`src/rtl/mem_load_dump_ctrl_if.sv`:
```
// mem_load_dump_ctrl_if: input stream, output stream, dump control and memory port of the load/dump sequencer.
interface mem_load_dump_ctrl_if #(
   parameter int DATA_WIDTH = 8,
   parameter int ADDR_WIDTH = 5
);
   logic                  in_valid;
   logic [DATA_WIDTH-1:0] in_data;
   logic                  in_ready;
   logic                  start_dump;
   logic                  out_valid;
   logic [DATA_WIDTH-1:0] out_data;
   logic                  out_ready;
   logic                  out_last;
   logic                  busy;
   logic [ADDR_WIDTH:0]   count;
   logic                  mem_read;
   logic                  mem_write;
   logic [ADDR_WIDTH-1:0] mem_addr;
   logic [DATA_WIDTH-1:0] mem_wdata;
   logic [DATA_WIDTH-1:0] mem_rdata;
   modport master (
      input  in_valid, in_data, start_dump, out_ready, mem_rdata,
      output in_ready, out_valid, out_data, out_last, busy, count,
             mem_read, mem_write, mem_addr, mem_wdata
   );
   modport slave (
      output in_valid, in_data, start_dump, out_ready, mem_rdata,
      input  in_ready, out_valid, out_data, out_last, busy, count,
             mem_read, mem_write, mem_addr, mem_wdata
   );
endinterface

```
`src/rtl/mem_load_dump_ctrl.sv`:
```
// mem_load_dump_ctrl: loads a word stream into memory from address 0, then dumps it back in order on request.
module mem_load_dump_ctrl #(
   parameter int DATA_WIDTH = 8,
   parameter int ADDR_WIDTH = 5,
   parameter int MEM_SIZE   = 32
) (
   input logic clk,
   input logic rst_n,
   mem_load_dump_ctrl_if.master bus
);
   typedef enum logic [1:0] {S_LOAD, S_RD, S_OUT} state_t;
   localparam logic [ADDR_WIDTH:0] FULL = (ADDR_WIDTH+1)'(MEM_SIZE);
   localparam logic [ADDR_WIDTH:0] ONE  = (ADDR_WIDTH+1)'(1);
   state_t              state;
   logic [ADDR_WIDTH:0] wr_ptr, rd_ptr;
   logic                acc, last;
   always_comb begin
      acc           = rst_n && state == S_LOAD && bus.in_valid && wr_ptr < FULL;
      last          = rd_ptr == wr_ptr - ONE;
      bus.in_ready  = rst_n && state == S_LOAD && wr_ptr < FULL;
      bus.mem_write = acc;
      bus.mem_read  = rst_n && state == S_RD;
      bus.out_valid = rst_n && state == S_OUT;
      bus.out_last  = rst_n && state == S_OUT && last;
      bus.busy      = rst_n && state != S_LOAD;
      bus.count     = wr_ptr;
      bus.mem_addr  = state == S_LOAD ? wr_ptr[ADDR_WIDTH-1:0] : rd_ptr[ADDR_WIDTH-1:0];
      bus.mem_wdata = DATA_WIDTH'(bus.in_data);
      bus.out_data  = DATA_WIDTH'(bus.mem_rdata);
   end
   always_ff @(posedge clk) begin
      if (!rst_n) begin
         state  <= S_LOAD;
         wr_ptr <= '0;
         rd_ptr <= '0;
      end else begin
         case (state)
            S_LOAD: begin
               if (acc) wr_ptr <= wr_ptr + ONE;
               // a word accepted in the same cycle counts toward a non-empty dump
               if (bus.start_dump && (acc || wr_ptr != '0)) begin
                  state  <= S_RD;
                  rd_ptr <= '0;
               end
            end
            S_RD: state <= S_OUT;
            S_OUT: begin
               if (bus.out_ready && last) begin
                  state  <= S_LOAD;
                  wr_ptr <= '0;
                  rd_ptr <= '0;
               end else if (bus.out_ready) begin
                  state  <= S_RD;
                  rd_ptr <= rd_ptr + ONE;
               end
            end
            default: state <= S_LOAD;
         endcase
      end
   end
endmodule

```
`src/flat_wrapper.sv`:
```
// flat-port wrapper written by rule: the top's interface ports become plain ports
module mem_load_dump_ctrl_flat 
#(
   parameter int DATA_WIDTH = 8,
   parameter int ADDR_WIDTH = 5,
   parameter int MEM_SIZE   = 32
)
  (clk, rst_n, bus_in_valid, bus_in_data, bus_start_dump, bus_out_ready, bus_mem_rdata, bus_in_ready, bus_out_valid, bus_out_data, bus_out_last, bus_busy, bus_count, bus_mem_read, bus_mem_write, bus_mem_addr, bus_mem_wdata);
  mem_load_dump_ctrl_if #(.DATA_WIDTH(DATA_WIDTH), .ADDR_WIDTH(ADDR_WIDTH)) bus_i ();
  input logic clk;
  input logic rst_n;
  input wire logic [$bits(bus_i.in_valid)-1:0] bus_in_valid;
  input wire logic [$bits(bus_i.in_data)-1:0] bus_in_data;
  input wire logic [$bits(bus_i.start_dump)-1:0] bus_start_dump;
  input wire logic [$bits(bus_i.out_ready)-1:0] bus_out_ready;
  input wire logic [$bits(bus_i.mem_rdata)-1:0] bus_mem_rdata;
  output wire logic [$bits(bus_i.in_ready)-1:0] bus_in_ready;
  output wire logic [$bits(bus_i.out_valid)-1:0] bus_out_valid;
  output wire logic [$bits(bus_i.out_data)-1:0] bus_out_data;
  output wire logic [$bits(bus_i.out_last)-1:0] bus_out_last;
  output wire logic [$bits(bus_i.busy)-1:0] bus_busy;
  output wire logic [$bits(bus_i.count)-1:0] bus_count;
  output wire logic [$bits(bus_i.mem_read)-1:0] bus_mem_read;
  output wire logic [$bits(bus_i.mem_write)-1:0] bus_mem_write;
  output wire logic [$bits(bus_i.mem_addr)-1:0] bus_mem_addr;
  output wire logic [$bits(bus_i.mem_wdata)-1:0] bus_mem_wdata;
  assign bus_i.in_valid = bus_in_valid;
  assign bus_i.in_data = bus_in_data;
  assign bus_i.start_dump = bus_start_dump;
  assign bus_i.out_ready = bus_out_ready;
  assign bus_i.mem_rdata = bus_mem_rdata;
  assign bus_in_ready = bus_i.in_ready;
  assign bus_out_valid = bus_i.out_valid;
  assign bus_out_data = bus_i.out_data;
  assign bus_out_last = bus_i.out_last;
  assign bus_busy = bus_i.busy;
  assign bus_count = bus_i.count;
  assign bus_mem_read = bus_i.mem_read;
  assign bus_mem_write = bus_i.mem_write;
  assign bus_mem_addr = bus_i.mem_addr;
  assign bus_mem_wdata = bus_i.mem_wdata;
  mem_load_dump_ctrl #(.DATA_WIDTH(DATA_WIDTH), .ADDR_WIDTH(ADDR_WIDTH), .MEM_SIZE(MEM_SIZE)) u_core (.clk(clk), .rst_n(rst_n), .bus(bus_i));
endmodule
```
`config.mk`:
```
export PLATFORM = sky130hd
export DESIGN_NAME = mem_load_dump_ctrl_flat
export DESIGN_NICKNAME = d
export VERILOG_FILES = /design/src/rtl/mem_load_dump_ctrl_if.sv /design/src/rtl/mem_load_dump_ctrl.sv /design/src/flat_wrapper.sv
export SDC_FILE = /design/constraint.sdc
export NUM_CORES = 1
export LEC_CHECK = 0
export ABC_CLOCK_PERIOD_IN_PS = 2900
export CORE_UTILIZATION = 41
export CTS_BUF_LIST = sky130_fd_sc_hd__clkbuf_8 sky130_fd_sc_hd__clkbuf_16
export CTS_CLUSTER_SIZE = 24
export DETAILED_ROUTE_END_ITERATION = 8
export GPL_ROUTABILITY_DRIVEN = 0
export GPL_TIMING_DRIVEN = 0
export PLACE_DENSITY = 0.78
export SYNTH_ARGS = -nofsm -noshare
export SYNTH_HDL_FRONTEND = slang
export SYNTH_SLANG_ARGS = --single-unit
```
`constraint.sdc`:
```
create_clock -name clk -period 2.9 [get_ports clk]
set_clock_uncertainty 0.15 [all_clocks]
set_input_delay 0.435 -clock clk [delete_from_list [all_inputs] [get_ports clk]]
set_output_delay 0.435 -clock clk [all_outputs]
set_load 0.02 [all_outputs]
```
## After elaboration in Yosys (flattened, before gate mapping)

Cells that the tools add are included.

| storage, ports and cells | value |
|---|---|
| output and inout bits | 33 |
| flip-flop bits (word level) | 14 |
| word-level logic and storage cells | 44 |
| bits of input ports | 21 |

| operators by class | value |
|---|---|
| reductions and logical operators | 18 |
| muxes and demuxes | 12 |
| eq/ne operators | 7 |
| magnitude comparators | 1 |
| add/subtract/negate cells | 3 |

Operator list:

| operator | number |
|---|---|
| $mux 6 | 5 |
| $pmux 6 s2 | 2 |
| $add 6x1->6 const B | 2 |
| $logic_and 1x1->1 | 10 |
| $eq 6x6->1 | 1 |
| $lt 6x6->1 const B | 1 |
| $mux 2 | 3 |
| $pmux 2 s3 | 1 |
| $reduce_and 3->1 | 2 |
| $reduce_bool 6->1 | 1 |
| $sub 6x1->6 const B | 1 |
| $mux 5 | 1 |
| $ne 2x2->1 const B | 2 |
| $reduce_bool 2->1 | 2 |
| $ne 3x3->1 const B | 1 |
| $eq 2x1->1 const B | 1 |
| $eq 2x2->1 const B | 1 |
| $logic_not 2->1 | 1 |
| $ne 2x1->1 const B | 1 |
| $reduce_and 2->1 | 1 |
| $logic_or 1x1->1 | 1 |

## Logic depth before layout (Yosys ltp)

Gate-level depths: netlist (run 1).

| depth | value |
|---|---|
| depth in word-level cells | 8 |
| mapped depth | 8 |
| mapped depth without buffers | 7 |

## Worst setup path before layout (run 1)

No wires, ideal clock.

| path | value |
|---|---|
| path type | flip-flop to output port |
| start point | register u_core.wr_ptr[0] (netlist: u_core.bus.count[0]) |
| end point | output bus_out_last |
| cell stages (with the launch flop) | 8 |
| arrival time | 2.090 ns |
| data required time | 2.315 ns |
| slack | 0.225 ns |
| path buffers | 1 |
| path through | dfxtp_1 clkbuf_1 inv_1 ha_1 xnor2_1 nor2_1 nand4b_1 nor3_1 |

| between the ends | value |
|---|---|
| longest elaborated chain between the ends | 3 |

Ends and longest elaborated chain:

| element | RTL line | source |
|---|---|---|
| from (decl) | mem_load_dump_ctrl.sv:15 | `logic [ADDR_WIDTH:0] wr_ptr, rd_ptr;` |
| from (signal assigned) | mem_load_dump_ctrl.sv:39 | `if (acc) wr_ptr <= wr_ptr + ONE;` |
| $sub 6x1->6 | mem_load_dump_ctrl.sv:19 | `last = rd_ptr == wr_ptr - ONE;` |
| $eq 6x6->1 | mem_load_dump_ctrl.sv:19 |  |
| $logic_and 1x1->1 | mem_load_dump_ctrl.sv:24 | `bus.out_last = rst_n && state == S_OUT && last;` |
| to (decl) | flat_wrapper.sv:20 | `output wire logic [$bits(bus_i.out_last)-1:0] bus_out_last;` |

Every way passes these cells.

## Worst setup path after layout (run 1)

| path | value |
|---|---|
| start point | register u_core.state[1] |
| end point | output bus_mem_write |

| between the ends | value |
|---|---|
| longest elaborated chain between the ends | 4 |

Ends and longest elaborated chain:

| element | RTL line | source |
|---|---|---|
| from (decl) | mem_load_dump_ctrl.sv:14 | `state_t state;` |
| from (signal assigned) | mem_load_dump_ctrl.sv:33 | `state <= S_LOAD;` |
| from (signal assigned) | mem_load_dump_ctrl.sv:42 | `state <= S_RD;` |
| from (signal assigned) | mem_load_dump_ctrl.sv:46 | `S_RD: state <= S_OUT;` |
| $logic_not 2->1 | mem_load_dump_ctrl.sv:18 | `acc = rst_n && state == S_LOAD && bus.in_valid && wr_ptr < FULL;` |
| $logic_and 1x1->1 (3 in a row) | mem_load_dump_ctrl.sv:18 |  |
| to (decl) | flat_wrapper.sv:24 | `output wire logic [$bits(bus_i.mem_write)-1:0] bus_mem_write;` |

Every way passes these cells.

==> impl_metrics.py, run 1 <==
metrics = {
    "routing": {
        "routed_via_density": 5.37,
        "drtAntennaViolNets": 0,
        "dr.pass1.iters": 4,
        "total_via_count_after_detailed_routing": 1111,
        "dr.first_iter.drc_count": 13,
        "routed_wire_length_per_instance_um": 12.7,
        "drc": 0,
        "total_detailed_routing_wirelength_mm": 2.63,
    },
    "worst_setup_path": {
        "cell_family_with_the_largest_share_of_critical_path_delay": "buffers and inverters",
        "critical_path_class": "reg -> out",
        "worst_ep_arrival_time_ns": 2.16,
        "worst_r2r_startpoint": "u_core.bus.count[1]$_SDFFE_PN0P_",
        "cp_max_fo": 10,
        "critical_path.max_stage_delay_ns": 0.69,
        "critPathBufInv": 2,
        "timing.critical_path.to_type": "output port",
        "reg2regPathDepth": 7,
        "reg2reg_setup_slack_ns": 0.52,
        "worst_path_max_delay_cell": "sky130_fd_sc_hd__clkdlybuf4s50_1",
        "regToRegEndpoint": "u_core.rd_ptr[2]$_SDFFE_PN0P_",
        "series_of_cell_instances_along_the_critical_path": "nor4b_4 > and2_1 > clkbuf_1 > clkdlybuf4s50_1",
        "cp_data_required_time_ns": 2.32,
        "setup_crit_start_kind": "flop",
    },
    "timing": {
        "worst_pin_slew_ns": 0.733,
        "final-setup-viol-count": 0,
        "layout_min_cycle_time_ns": 2.75,
        "rsz0062_at_grt": "false",
        "setup_total_neg_slack_ns": 0,
        "max_slew_margin_pct": 51.0,
        "max_freq_mhz": 364,
        "final-hold-violation-count": 0,
        "final.period_utilization_pct": 94.8,
        "final_max_slew_viol_count": 0,
    },
    "min_path": {
        "hold-path-cell-count": 3,
        "worst_hold_path.endpoint": "u_core.rd_ptr[3]$_SDFFE_PN0P_",
        "min-delay-start": "rst_n",
        "hold_removal_path_class": "in -> reg",
    },
    "synth": {
        "postSynthRegisterBits": 14,
        "post_synth_instance_area_um2": 1120,
        "synth.top_cells.by_area": "sky130_fd_sc_hd__dfxtp_1 25%, sky130_fd_sc_hd__buf_4 11%, sky130_fd_sc_hd__xnor2_1 5.5%, sky130_fd_sc_hd__mux2_2 5.0%, sky130_fd_sc_hd__nand2_1 4.7%",
        "synth-seq-area-share_pct": 24.9,
        "synth.avg_cell_area_um2": 8.21,
        "post-synth-top-count-cell": "sky130_fd_sc_hd__buf_4",
        "synth.largest_area_cell": "sky130_fd_sc_hd__dfxtp_1",
        "syn_inst": 137,
        "synth_cell_count_leaders": "17 x sky130_fd_sc_hd__buf_4, 14 x sky130_fd_sc_hd__dfxtp_1, 14 x sky130_fd_sc_hd__nand2_1, 9 x sky130_fd_sc_hd__nor2_1, 8 x sky130_fd_sc_hd__inv_1",
        "ys_types": 44,
        "synth_top_area_share_pct": 24.9,
        "yosysWarningCount": 0,
        "synth_edf_count": 0,
        "async_flop_share_pct": 0,
        "synthFlopType": "sky130_fd_sc_hd__dfxtp_1",
        "syn_nets": 161,
    },
    "global_routing": {
        "groute.usage.overall_pct": 19.4,
        "gr-total-overflow": 0,
        "initial_antenna_violation_count": 0,
        "number_of_global_route_vias_before_repair": 953,
        "grt_first_pass_wirelength_mm": 4.11,
        "grt_start_max_net_pins": 11,
    },
    "finish": {
        "area_growth_syn_to_layout_pct": 40.6,
        "post_layout_cell_count": 207,
        "layout-drive-gt1-share_pct": 19.8,
        "fill_cells": 223,
        "final_nets": 202,
        "n_antenna_cell": 0,
    },
    "pwr": {
        "static-leakage-power_nw": 0.592,
        "cellPowerDensity_nw_per_um2": 425,
        "irDropWorstVdd_mv": 0.331,
    },
    "floorplan": {
        "rows": 18,
        "fp.coreArea_um2": 2540,
        "die_h_um": 54.4,
        "num_io_pins": 54,
        "fp.dieW_um": 54.4,
        "initial_core_utilization_pct": 44.2,
        "dieArea_um2": 2960,
    },
    "clock_tree": {
        "cts_root_buffer": "sky130_fd_sc_hd__clkbuf_8",
        "worst_skew_pair.late_latency_ns": 0.25,
        "clk_transition_reported_paths_ns": 0.06,
        "cts-htree-levels": 1,
        "holdBufCountCts": 0,
        "cts_buffers": 3,
        "cts_tree": "done",
        "cts.path.max_buffers": 2,
        "cts_sinks": 14,
    },
    "outcome": {
        "status": "finished clean",
    },
    "place": {
        "detailedPlacementHpwl_mm": 1.98,
        "buffers_on_ports": 36,
        "dpl.cell_count": 203,
    },
    "job": {
        "max_cap_viol_count": 0,
    },
}
[layer usage]
metal / vias to the layer above / global-route usage, % / wire [µm]
met5: - / 0 / 0
met4: 0 / 8.12 / 46
met3: 5 / 4.44 / 148
met2: 47 / 32.5 / 1260
met1: 510 / 23.5 / 1180
li1: 549 / - / -
[tightest hold or removal path, stage by stage]
cell	delay, ns
sky130_fd_sc_hd__buf_2	0.15
sky130_fd_sc_hd__nand2_1	0.08
sky130_fd_sc_hd__a21oi_1	0.04
[how the worst max path moves through the flow]
stage	from	to	slack [ns]	depth (start not counted)
4_1_cts	u_core.state[1]$_SDFFE_PN0P_	bus_mem_addr[4]	0.15	3
6_report	u_core.state[1]$_SDFFE_PN0P_	bus_mem_write	0.15	4
3_5_place_dp	u_core.bus.count[0]$_SDFFE_PN0P_	bus_out_last	-0.11	8
5_1_grt	u_core.state[1]$_SDFFE_PN0P_	bus_mem_write	0.01	4
2_1_floorplan	u_core.bus.count[0]$_SDFFE_PN0P_	bus_out_last	0.22	7
3_3_place_gp	u_core.bus.count[0]$_SDFFE_PN0P_	bus_out_last	-0.12	8
[registers in the layout (all words and copies together), names as in the netlist]
signal / flops
u_core.state: 2
u_core.bus.count: 6
u_core.rd_ptr: 6
[cells by family (layout without fill, tap and decap cells)]
| family | count (synthesis) | in the layout | synth area share (%) |
|---|---|---|---|
| simple gates | 51 | 51 | 25.0 |
| buf+inv | 30 | 70 | 16.5 |
| compound gates | 26 | 26 | 19.0 |
| flops | 14 | 14 | 24.9 |
| xor+xnor | 8 | 8 | 6.23 |
| mux | 5 | 5 | 5.01 |
| fa+ha+maj | 3 | 3 | 3.34 |
[metrics by stage]
step / setup slack [ns] / area (µm²) / hold WS [ns] / power (mW) / utilization [%]
floorplan: 0.225 / 1120 / 0.333 / 0.393 / -
global placement: -0.116 / 1520 / 0.361 / 0.472 / 59.8
detailed placement: -0.106 / 1520 / 0.373 / 0.476 / 59.8
CTS: 0.151 / 1580 / 0.348 / 0.670 / 62.1
global route: 0.0149 / 1580 / 0.368 / 0.707 / 62.1
finish: 0.150 / 1580 / 0.355 / 0.672 / 62.1
[placed cells by master, fill, tap and decap left out, drive strengths merged, types with 5 or more instances in the layout]
cell type / n
a21oi: 7
xnor2: 7
dfxtp: 14
nor2: 9
buf: 20
nand2: 14
inv: 8
nand3: 5
clkbuf: 6
clkdlybuf4s50: 35
nor3: 6
mux2: 5
[area by class of cell]
cell class                 count  area (µm²)  share of cell area, %
sequential                    14         282                   17.8
clock buffer                   4        55.1                   3.48
timing repair buffer          37         367                   23.2
tap                           30        37.5                   2.37
inverter                       8        30.0                   1.90
buffer                        21         151                   9.57
multi-input combinational     93         659                   41.7
[repair_timing]
item,in CTS,in global routing
gates resized for setup,2,0
endpoints found under the setup margin,1,0
buffers inserted,1,0
[where the power goes]
part           leakage (nW)  internal (mW)  total [mW]  switching, mW
sequential            0.114          0.202       0.217         0.0150
clock                0.0288          0.121       0.200         0.0790
combinational         0.450          0.126       0.256          0.130
Note: power is estimated with default switching activity, not from simulation.
==> run 2: changes to the inputs <==
--- a/config.mk
+++ b/config.mk
@@ -5,14 +5,15 @@
 export SDC_FILE = /design/constraint.sdc
 export NUM_CORES = 1
 export LEC_CHECK = 0
+export ABC_AREA = 1
 export ABC_CLOCK_PERIOD_IN_PS = 2900
-export CORE_UTILIZATION = 41
+export CORE_UTILIZATION = 42
 export CTS_BUF_LIST = sky130_fd_sc_hd__clkbuf_8 sky130_fd_sc_hd__clkbuf_16
 export CTS_CLUSTER_SIZE = 24
 export DETAILED_ROUTE_END_ITERATION = 8
 export GPL_ROUTABILITY_DRIVEN = 0
 export GPL_TIMING_DRIVEN = 0
-export PLACE_DENSITY = 0.78
+export PLACE_DENSITY = 0.77
 export SYNTH_ARGS = -nofsm -noshare
 export SYNTH_HDL_FRONTEND = slang
 export SYNTH_SLANG_ARGS = --single-unit
==> impl_metrics.py, run 2 <==
metrics = {
    "timing": {
        "layout_min_cycle_time_ns": 2.74,
        "final.period_utilization_pct": 94.3,
        "max_slew_margin_pct": 69.5,
        "worst_pin_slew_ns": 0.458,
        "rsz0062_at_grt": "false",
        "final_max_slew_viol_count": 0,
        "final-setup-viol-count": 0,
        "final-hold-violation-count": 0,
        "max_freq_mhz": 366,
    },
    "global_routing": {
        "gr-usage-met3_pct": 3.49,
        "groute.usage.overall_pct": 19.8,
        "number_of_global_route_vias_before_repair": 1089,
        "grt_start_max_net_pins": 11,
        "grt_first_pass_wirelength_mm": 4.91,
        "grt-busiest-layer": "met2",
        "initial_antenna_violation_count": 0,
        "met1_resource_use_gr_pct": 26.9,
        "gr-total-overflow": 0,
        "groute.layer.met2.usage_pct": 31.3,
    },
    "synth": {
        "synth.top_cells.by_area": "sky130_fd_sc_hd__dfxtp_1 23%, sky130_fd_sc_hd__nand2_1 15%, sky130_fd_sc_hd__buf_4 9.8%, sky130_fd_sc_hd__nand3_1 7.8%, sky130_fd_sc_hd__inv_1 5.2%",
        "synth-seq-area-share_pct": 22.9,
        "async_flop_share_pct": 0,
        "synth.avg_cell_area_um2": 6.43,
        "synth_edf_count": 0,
        "syn_inst": 190,
        "synthFlopType": "sky130_fd_sc_hd__dfxtp_1",
        "synth_cell_count_leaders": "50 x sky130_fd_sc_hd__nand2_1, 19 x sky130_fd_sc_hd__nand3_1, 17 x sky130_fd_sc_hd__inv_1, 16 x sky130_fd_sc_hd__buf_4, 16 x sky130_fd_sc_hd__nor2_1",
        "syn_nets": 214,
        "yosysWarningCount": 0,
        "post-synth-top-count-cell": "sky130_fd_sc_hd__nand2_1",
        "postSynthRegisterBits": 14,
        "ys_types": 30,
        "synth.largest_area_cell": "sky130_fd_sc_hd__dfxtp_1",
        "synth_top_area_share_pct": 22.9,
        "post_synth_instance_area_um2": 1220,
    },
    "routing": {
        "total_via_count_after_detailed_routing": 1282,
        "drc": 0,
        "dr.first_iter.drc_count": 34,
        "routed_via_density": 4.89,
        "routed_wire_length_per_instance_um": 11.3,
        "total_detailed_routing_wirelength_mm": 2.96,
        "dr.pass1.iters": 4,
        "drtAntennaViolNets": 0,
    },
    "worst_setup_path": {
        "worst_r2r_startpoint": "u_core.bus.count[0]$_SDFFE_PN0P_",
        "reg2regPathDepth": 13,
        "startpoint": "u_core.bus.count[0]$_SDFFE_PN0P_",
        "worst_ep_arrival_time_ns": 2.15,
        "cp_max_fo": 7,
        "critical_path_class": "reg -> out",
        "reg2reg_setup_slack_ns": 0.68,
        "timing.critical_path.to_type": "output port",
        "setup_crit_start_kind": "flop",
        "regToRegEndpoint": "u_core.bus.count[1]$_SDFFE_PN0P_",
        "cp_data_required_time_ns": 2.32,
    },
    "place": {
        "detailedPlacementHpwl_mm": 2.19,
        "buffers_on_ports": 37,
        "postPlaceCellArea_um2": 1630,
    },
    "finish": {
        "finish.utilization_pct": 61.0,
        "n_antenna_cell": 0,
        "layout-drive-gt1-share_pct": 19.5,
        "final_design_area_no_fill_um2": 1680,
        "most-common-layout-cells": "50 x sky130_fd_sc_hd__nand2_1, 35 x sky130_fd_sc_hd__clkdlybuf4s50_1, 19 x sky130_fd_sc_hd__nand3_1, 17 x sky130_fd_sc_hd__inv_1",
        "layout.cells.most_common": "sky130_fd_sc_hd__nand2_1",
        "area_growth_syn_to_layout_pct": 37.7,
        "final_nets": 256,
    },
    "min_path": {
        "min-delay-start": "u_core.rd_ptr[2]$_SDFFE_PN0P_",
        "hold-path-cell-count": 2,
        "worst_hold_path.endpoint": "u_core.rd_ptr[2]$_SDFFE_PN0P_",
        "hold_removal_path_class": "reg -> reg",
    },
    "floorplan": {
        "die_h_um": 56.0,
        "fp.dieW_um": 56.0,
        "dieArea_um2": 3130,
        "initial_core_utilization_pct": 44.3,
        "num_io_pins": 54,
        "fp.coreArea_um2": 2760,
        "rows": 19,
    },
    "clock_tree": {
        "cts.path.max_buffers": 2,
        "worst_skew_pair.late_latency_ns": 0.25,
        "holdBufCountCts": 0,
        "cts_buffers": 3,
        "clk_transition_reported_paths_ns": 0.06,
        "cts-htree-levels": 1,
        "cts_tree": "done",
        "cts_sinks": 14,
        "cts_root_buffer": "sky130_fd_sc_hd__clkbuf_8",
    },
    "job": {
        "max_cap_viol_count": 0,
    },
    "outcome": {
        "status": "finished clean",
    },
    "pwr": {
        "cellPowerDensity_nw_per_um2": 516,
        "irDropWorstVdd_mv": 0.376,
        "static-leakage-power_nw": 0.730,
    },
}
==> run 2: per-stage QoR <==
step	setup slack [ns]	std cells	hold WS (ns)	setup TNS (ns)	power [mW]
after floorplan	0.392	190	0.304	0	0.535
after global placement	-0.0733	258	0.324	-0.0879	0.665
after detailed placement	-0.0443	258	0.335	-0.0443	0.668
after CTS	0.0298	262	0.345	0	0.870
after global routing	0.00935	262	0.375	0	0.928
final	0.165	262	0.343	0	0.868
==> run 2: kinds of logic (layout without fill, tap and decap cells) <==
family,after synthesis,count (layout),synth area share [%]
flip-flops,14,14,22.9
AO/OA/AOI/OAI,21,21,9.11
buffers and inverters,41,82,18.2
AND/OR/NAND/NOR,107,107,43.8
adder cells (fa/ha/maj),3,3,3.07
XOR/XNOR,4,4,2.87
==> run 2: final cells by class <==
type / instances / area (µm²)
flip-flops and latches: 14 / 283
inverters: 21 / 78.8
well taps: 31 / 38.8
fillers: 278 / 1070
clock buffers: 4 / 55.1
plain buffers: 20 / 144
multi-input cells: 135 / 719
repair buffers: 37 / 364
==> run 2: report_power, final <==
| part | total, mW | switching [mW] | internal (mW) |
|---|---|---|---|
| registers | 0.239 | 0.0293 | 0.210 |
| logic | 0.431 | 0.253 | 0.177 |
| clock network | 0.198 | 0.0774 | 0.120 |
| total | 0.868 | 0.360 | 0.508 |
==> run 2: what timing repair did <==
item,in CTS,in global routing
setup buffers,0,0
setup endpoints to repair,2,1
gates resized for setup,4,3
==> run 2: worst max-delay path by stage <==
stage,endpoint,slack [ns],cells after the start
finish,bus_out_last,0.16,11
global route,bus_out_last,0.009,11
floorplan,bus_out_last,0.39,10
detailed placement,bus_out_last,-0.04,11
CTS,bus_out_last,0.03,11
global placement,bus_out_last,-0.07,11
==> run 2: routing by layer <==
layer / vias to the layer above / part of all wire, %
met5: - / 0
met2: 47 / 46
met4: 0 / 2.2
li1: 674 / -
met1: 551 / 46
met3: 10 / 5.7
==> run 2: critical path, stage by stage, from the launching register on <==
cell	delay, ns
sky130_fd_sc_hd__dfxtp_2	0.43
sky130_fd_sc_hd__inv_2	0.11
sky130_fd_sc_hd__ha_1	0.35
sky130_fd_sc_hd__inv_1	0.06
sky130_fd_sc_hd__nand2_1	0.07
sky130_fd_sc_hd__nand2_1	0.05
sky130_fd_sc_hd__nor2_1	0.12
sky130_fd_sc_hd__nand3_1	0.10
sky130_fd_sc_hd__nor2_2	0.17
sky130_fd_sc_hd__nand3_1	0.10
sky130_fd_sc_hd__nor3_1	0.15
sky130_fd_sc_hd__clkbuf_2	0.20
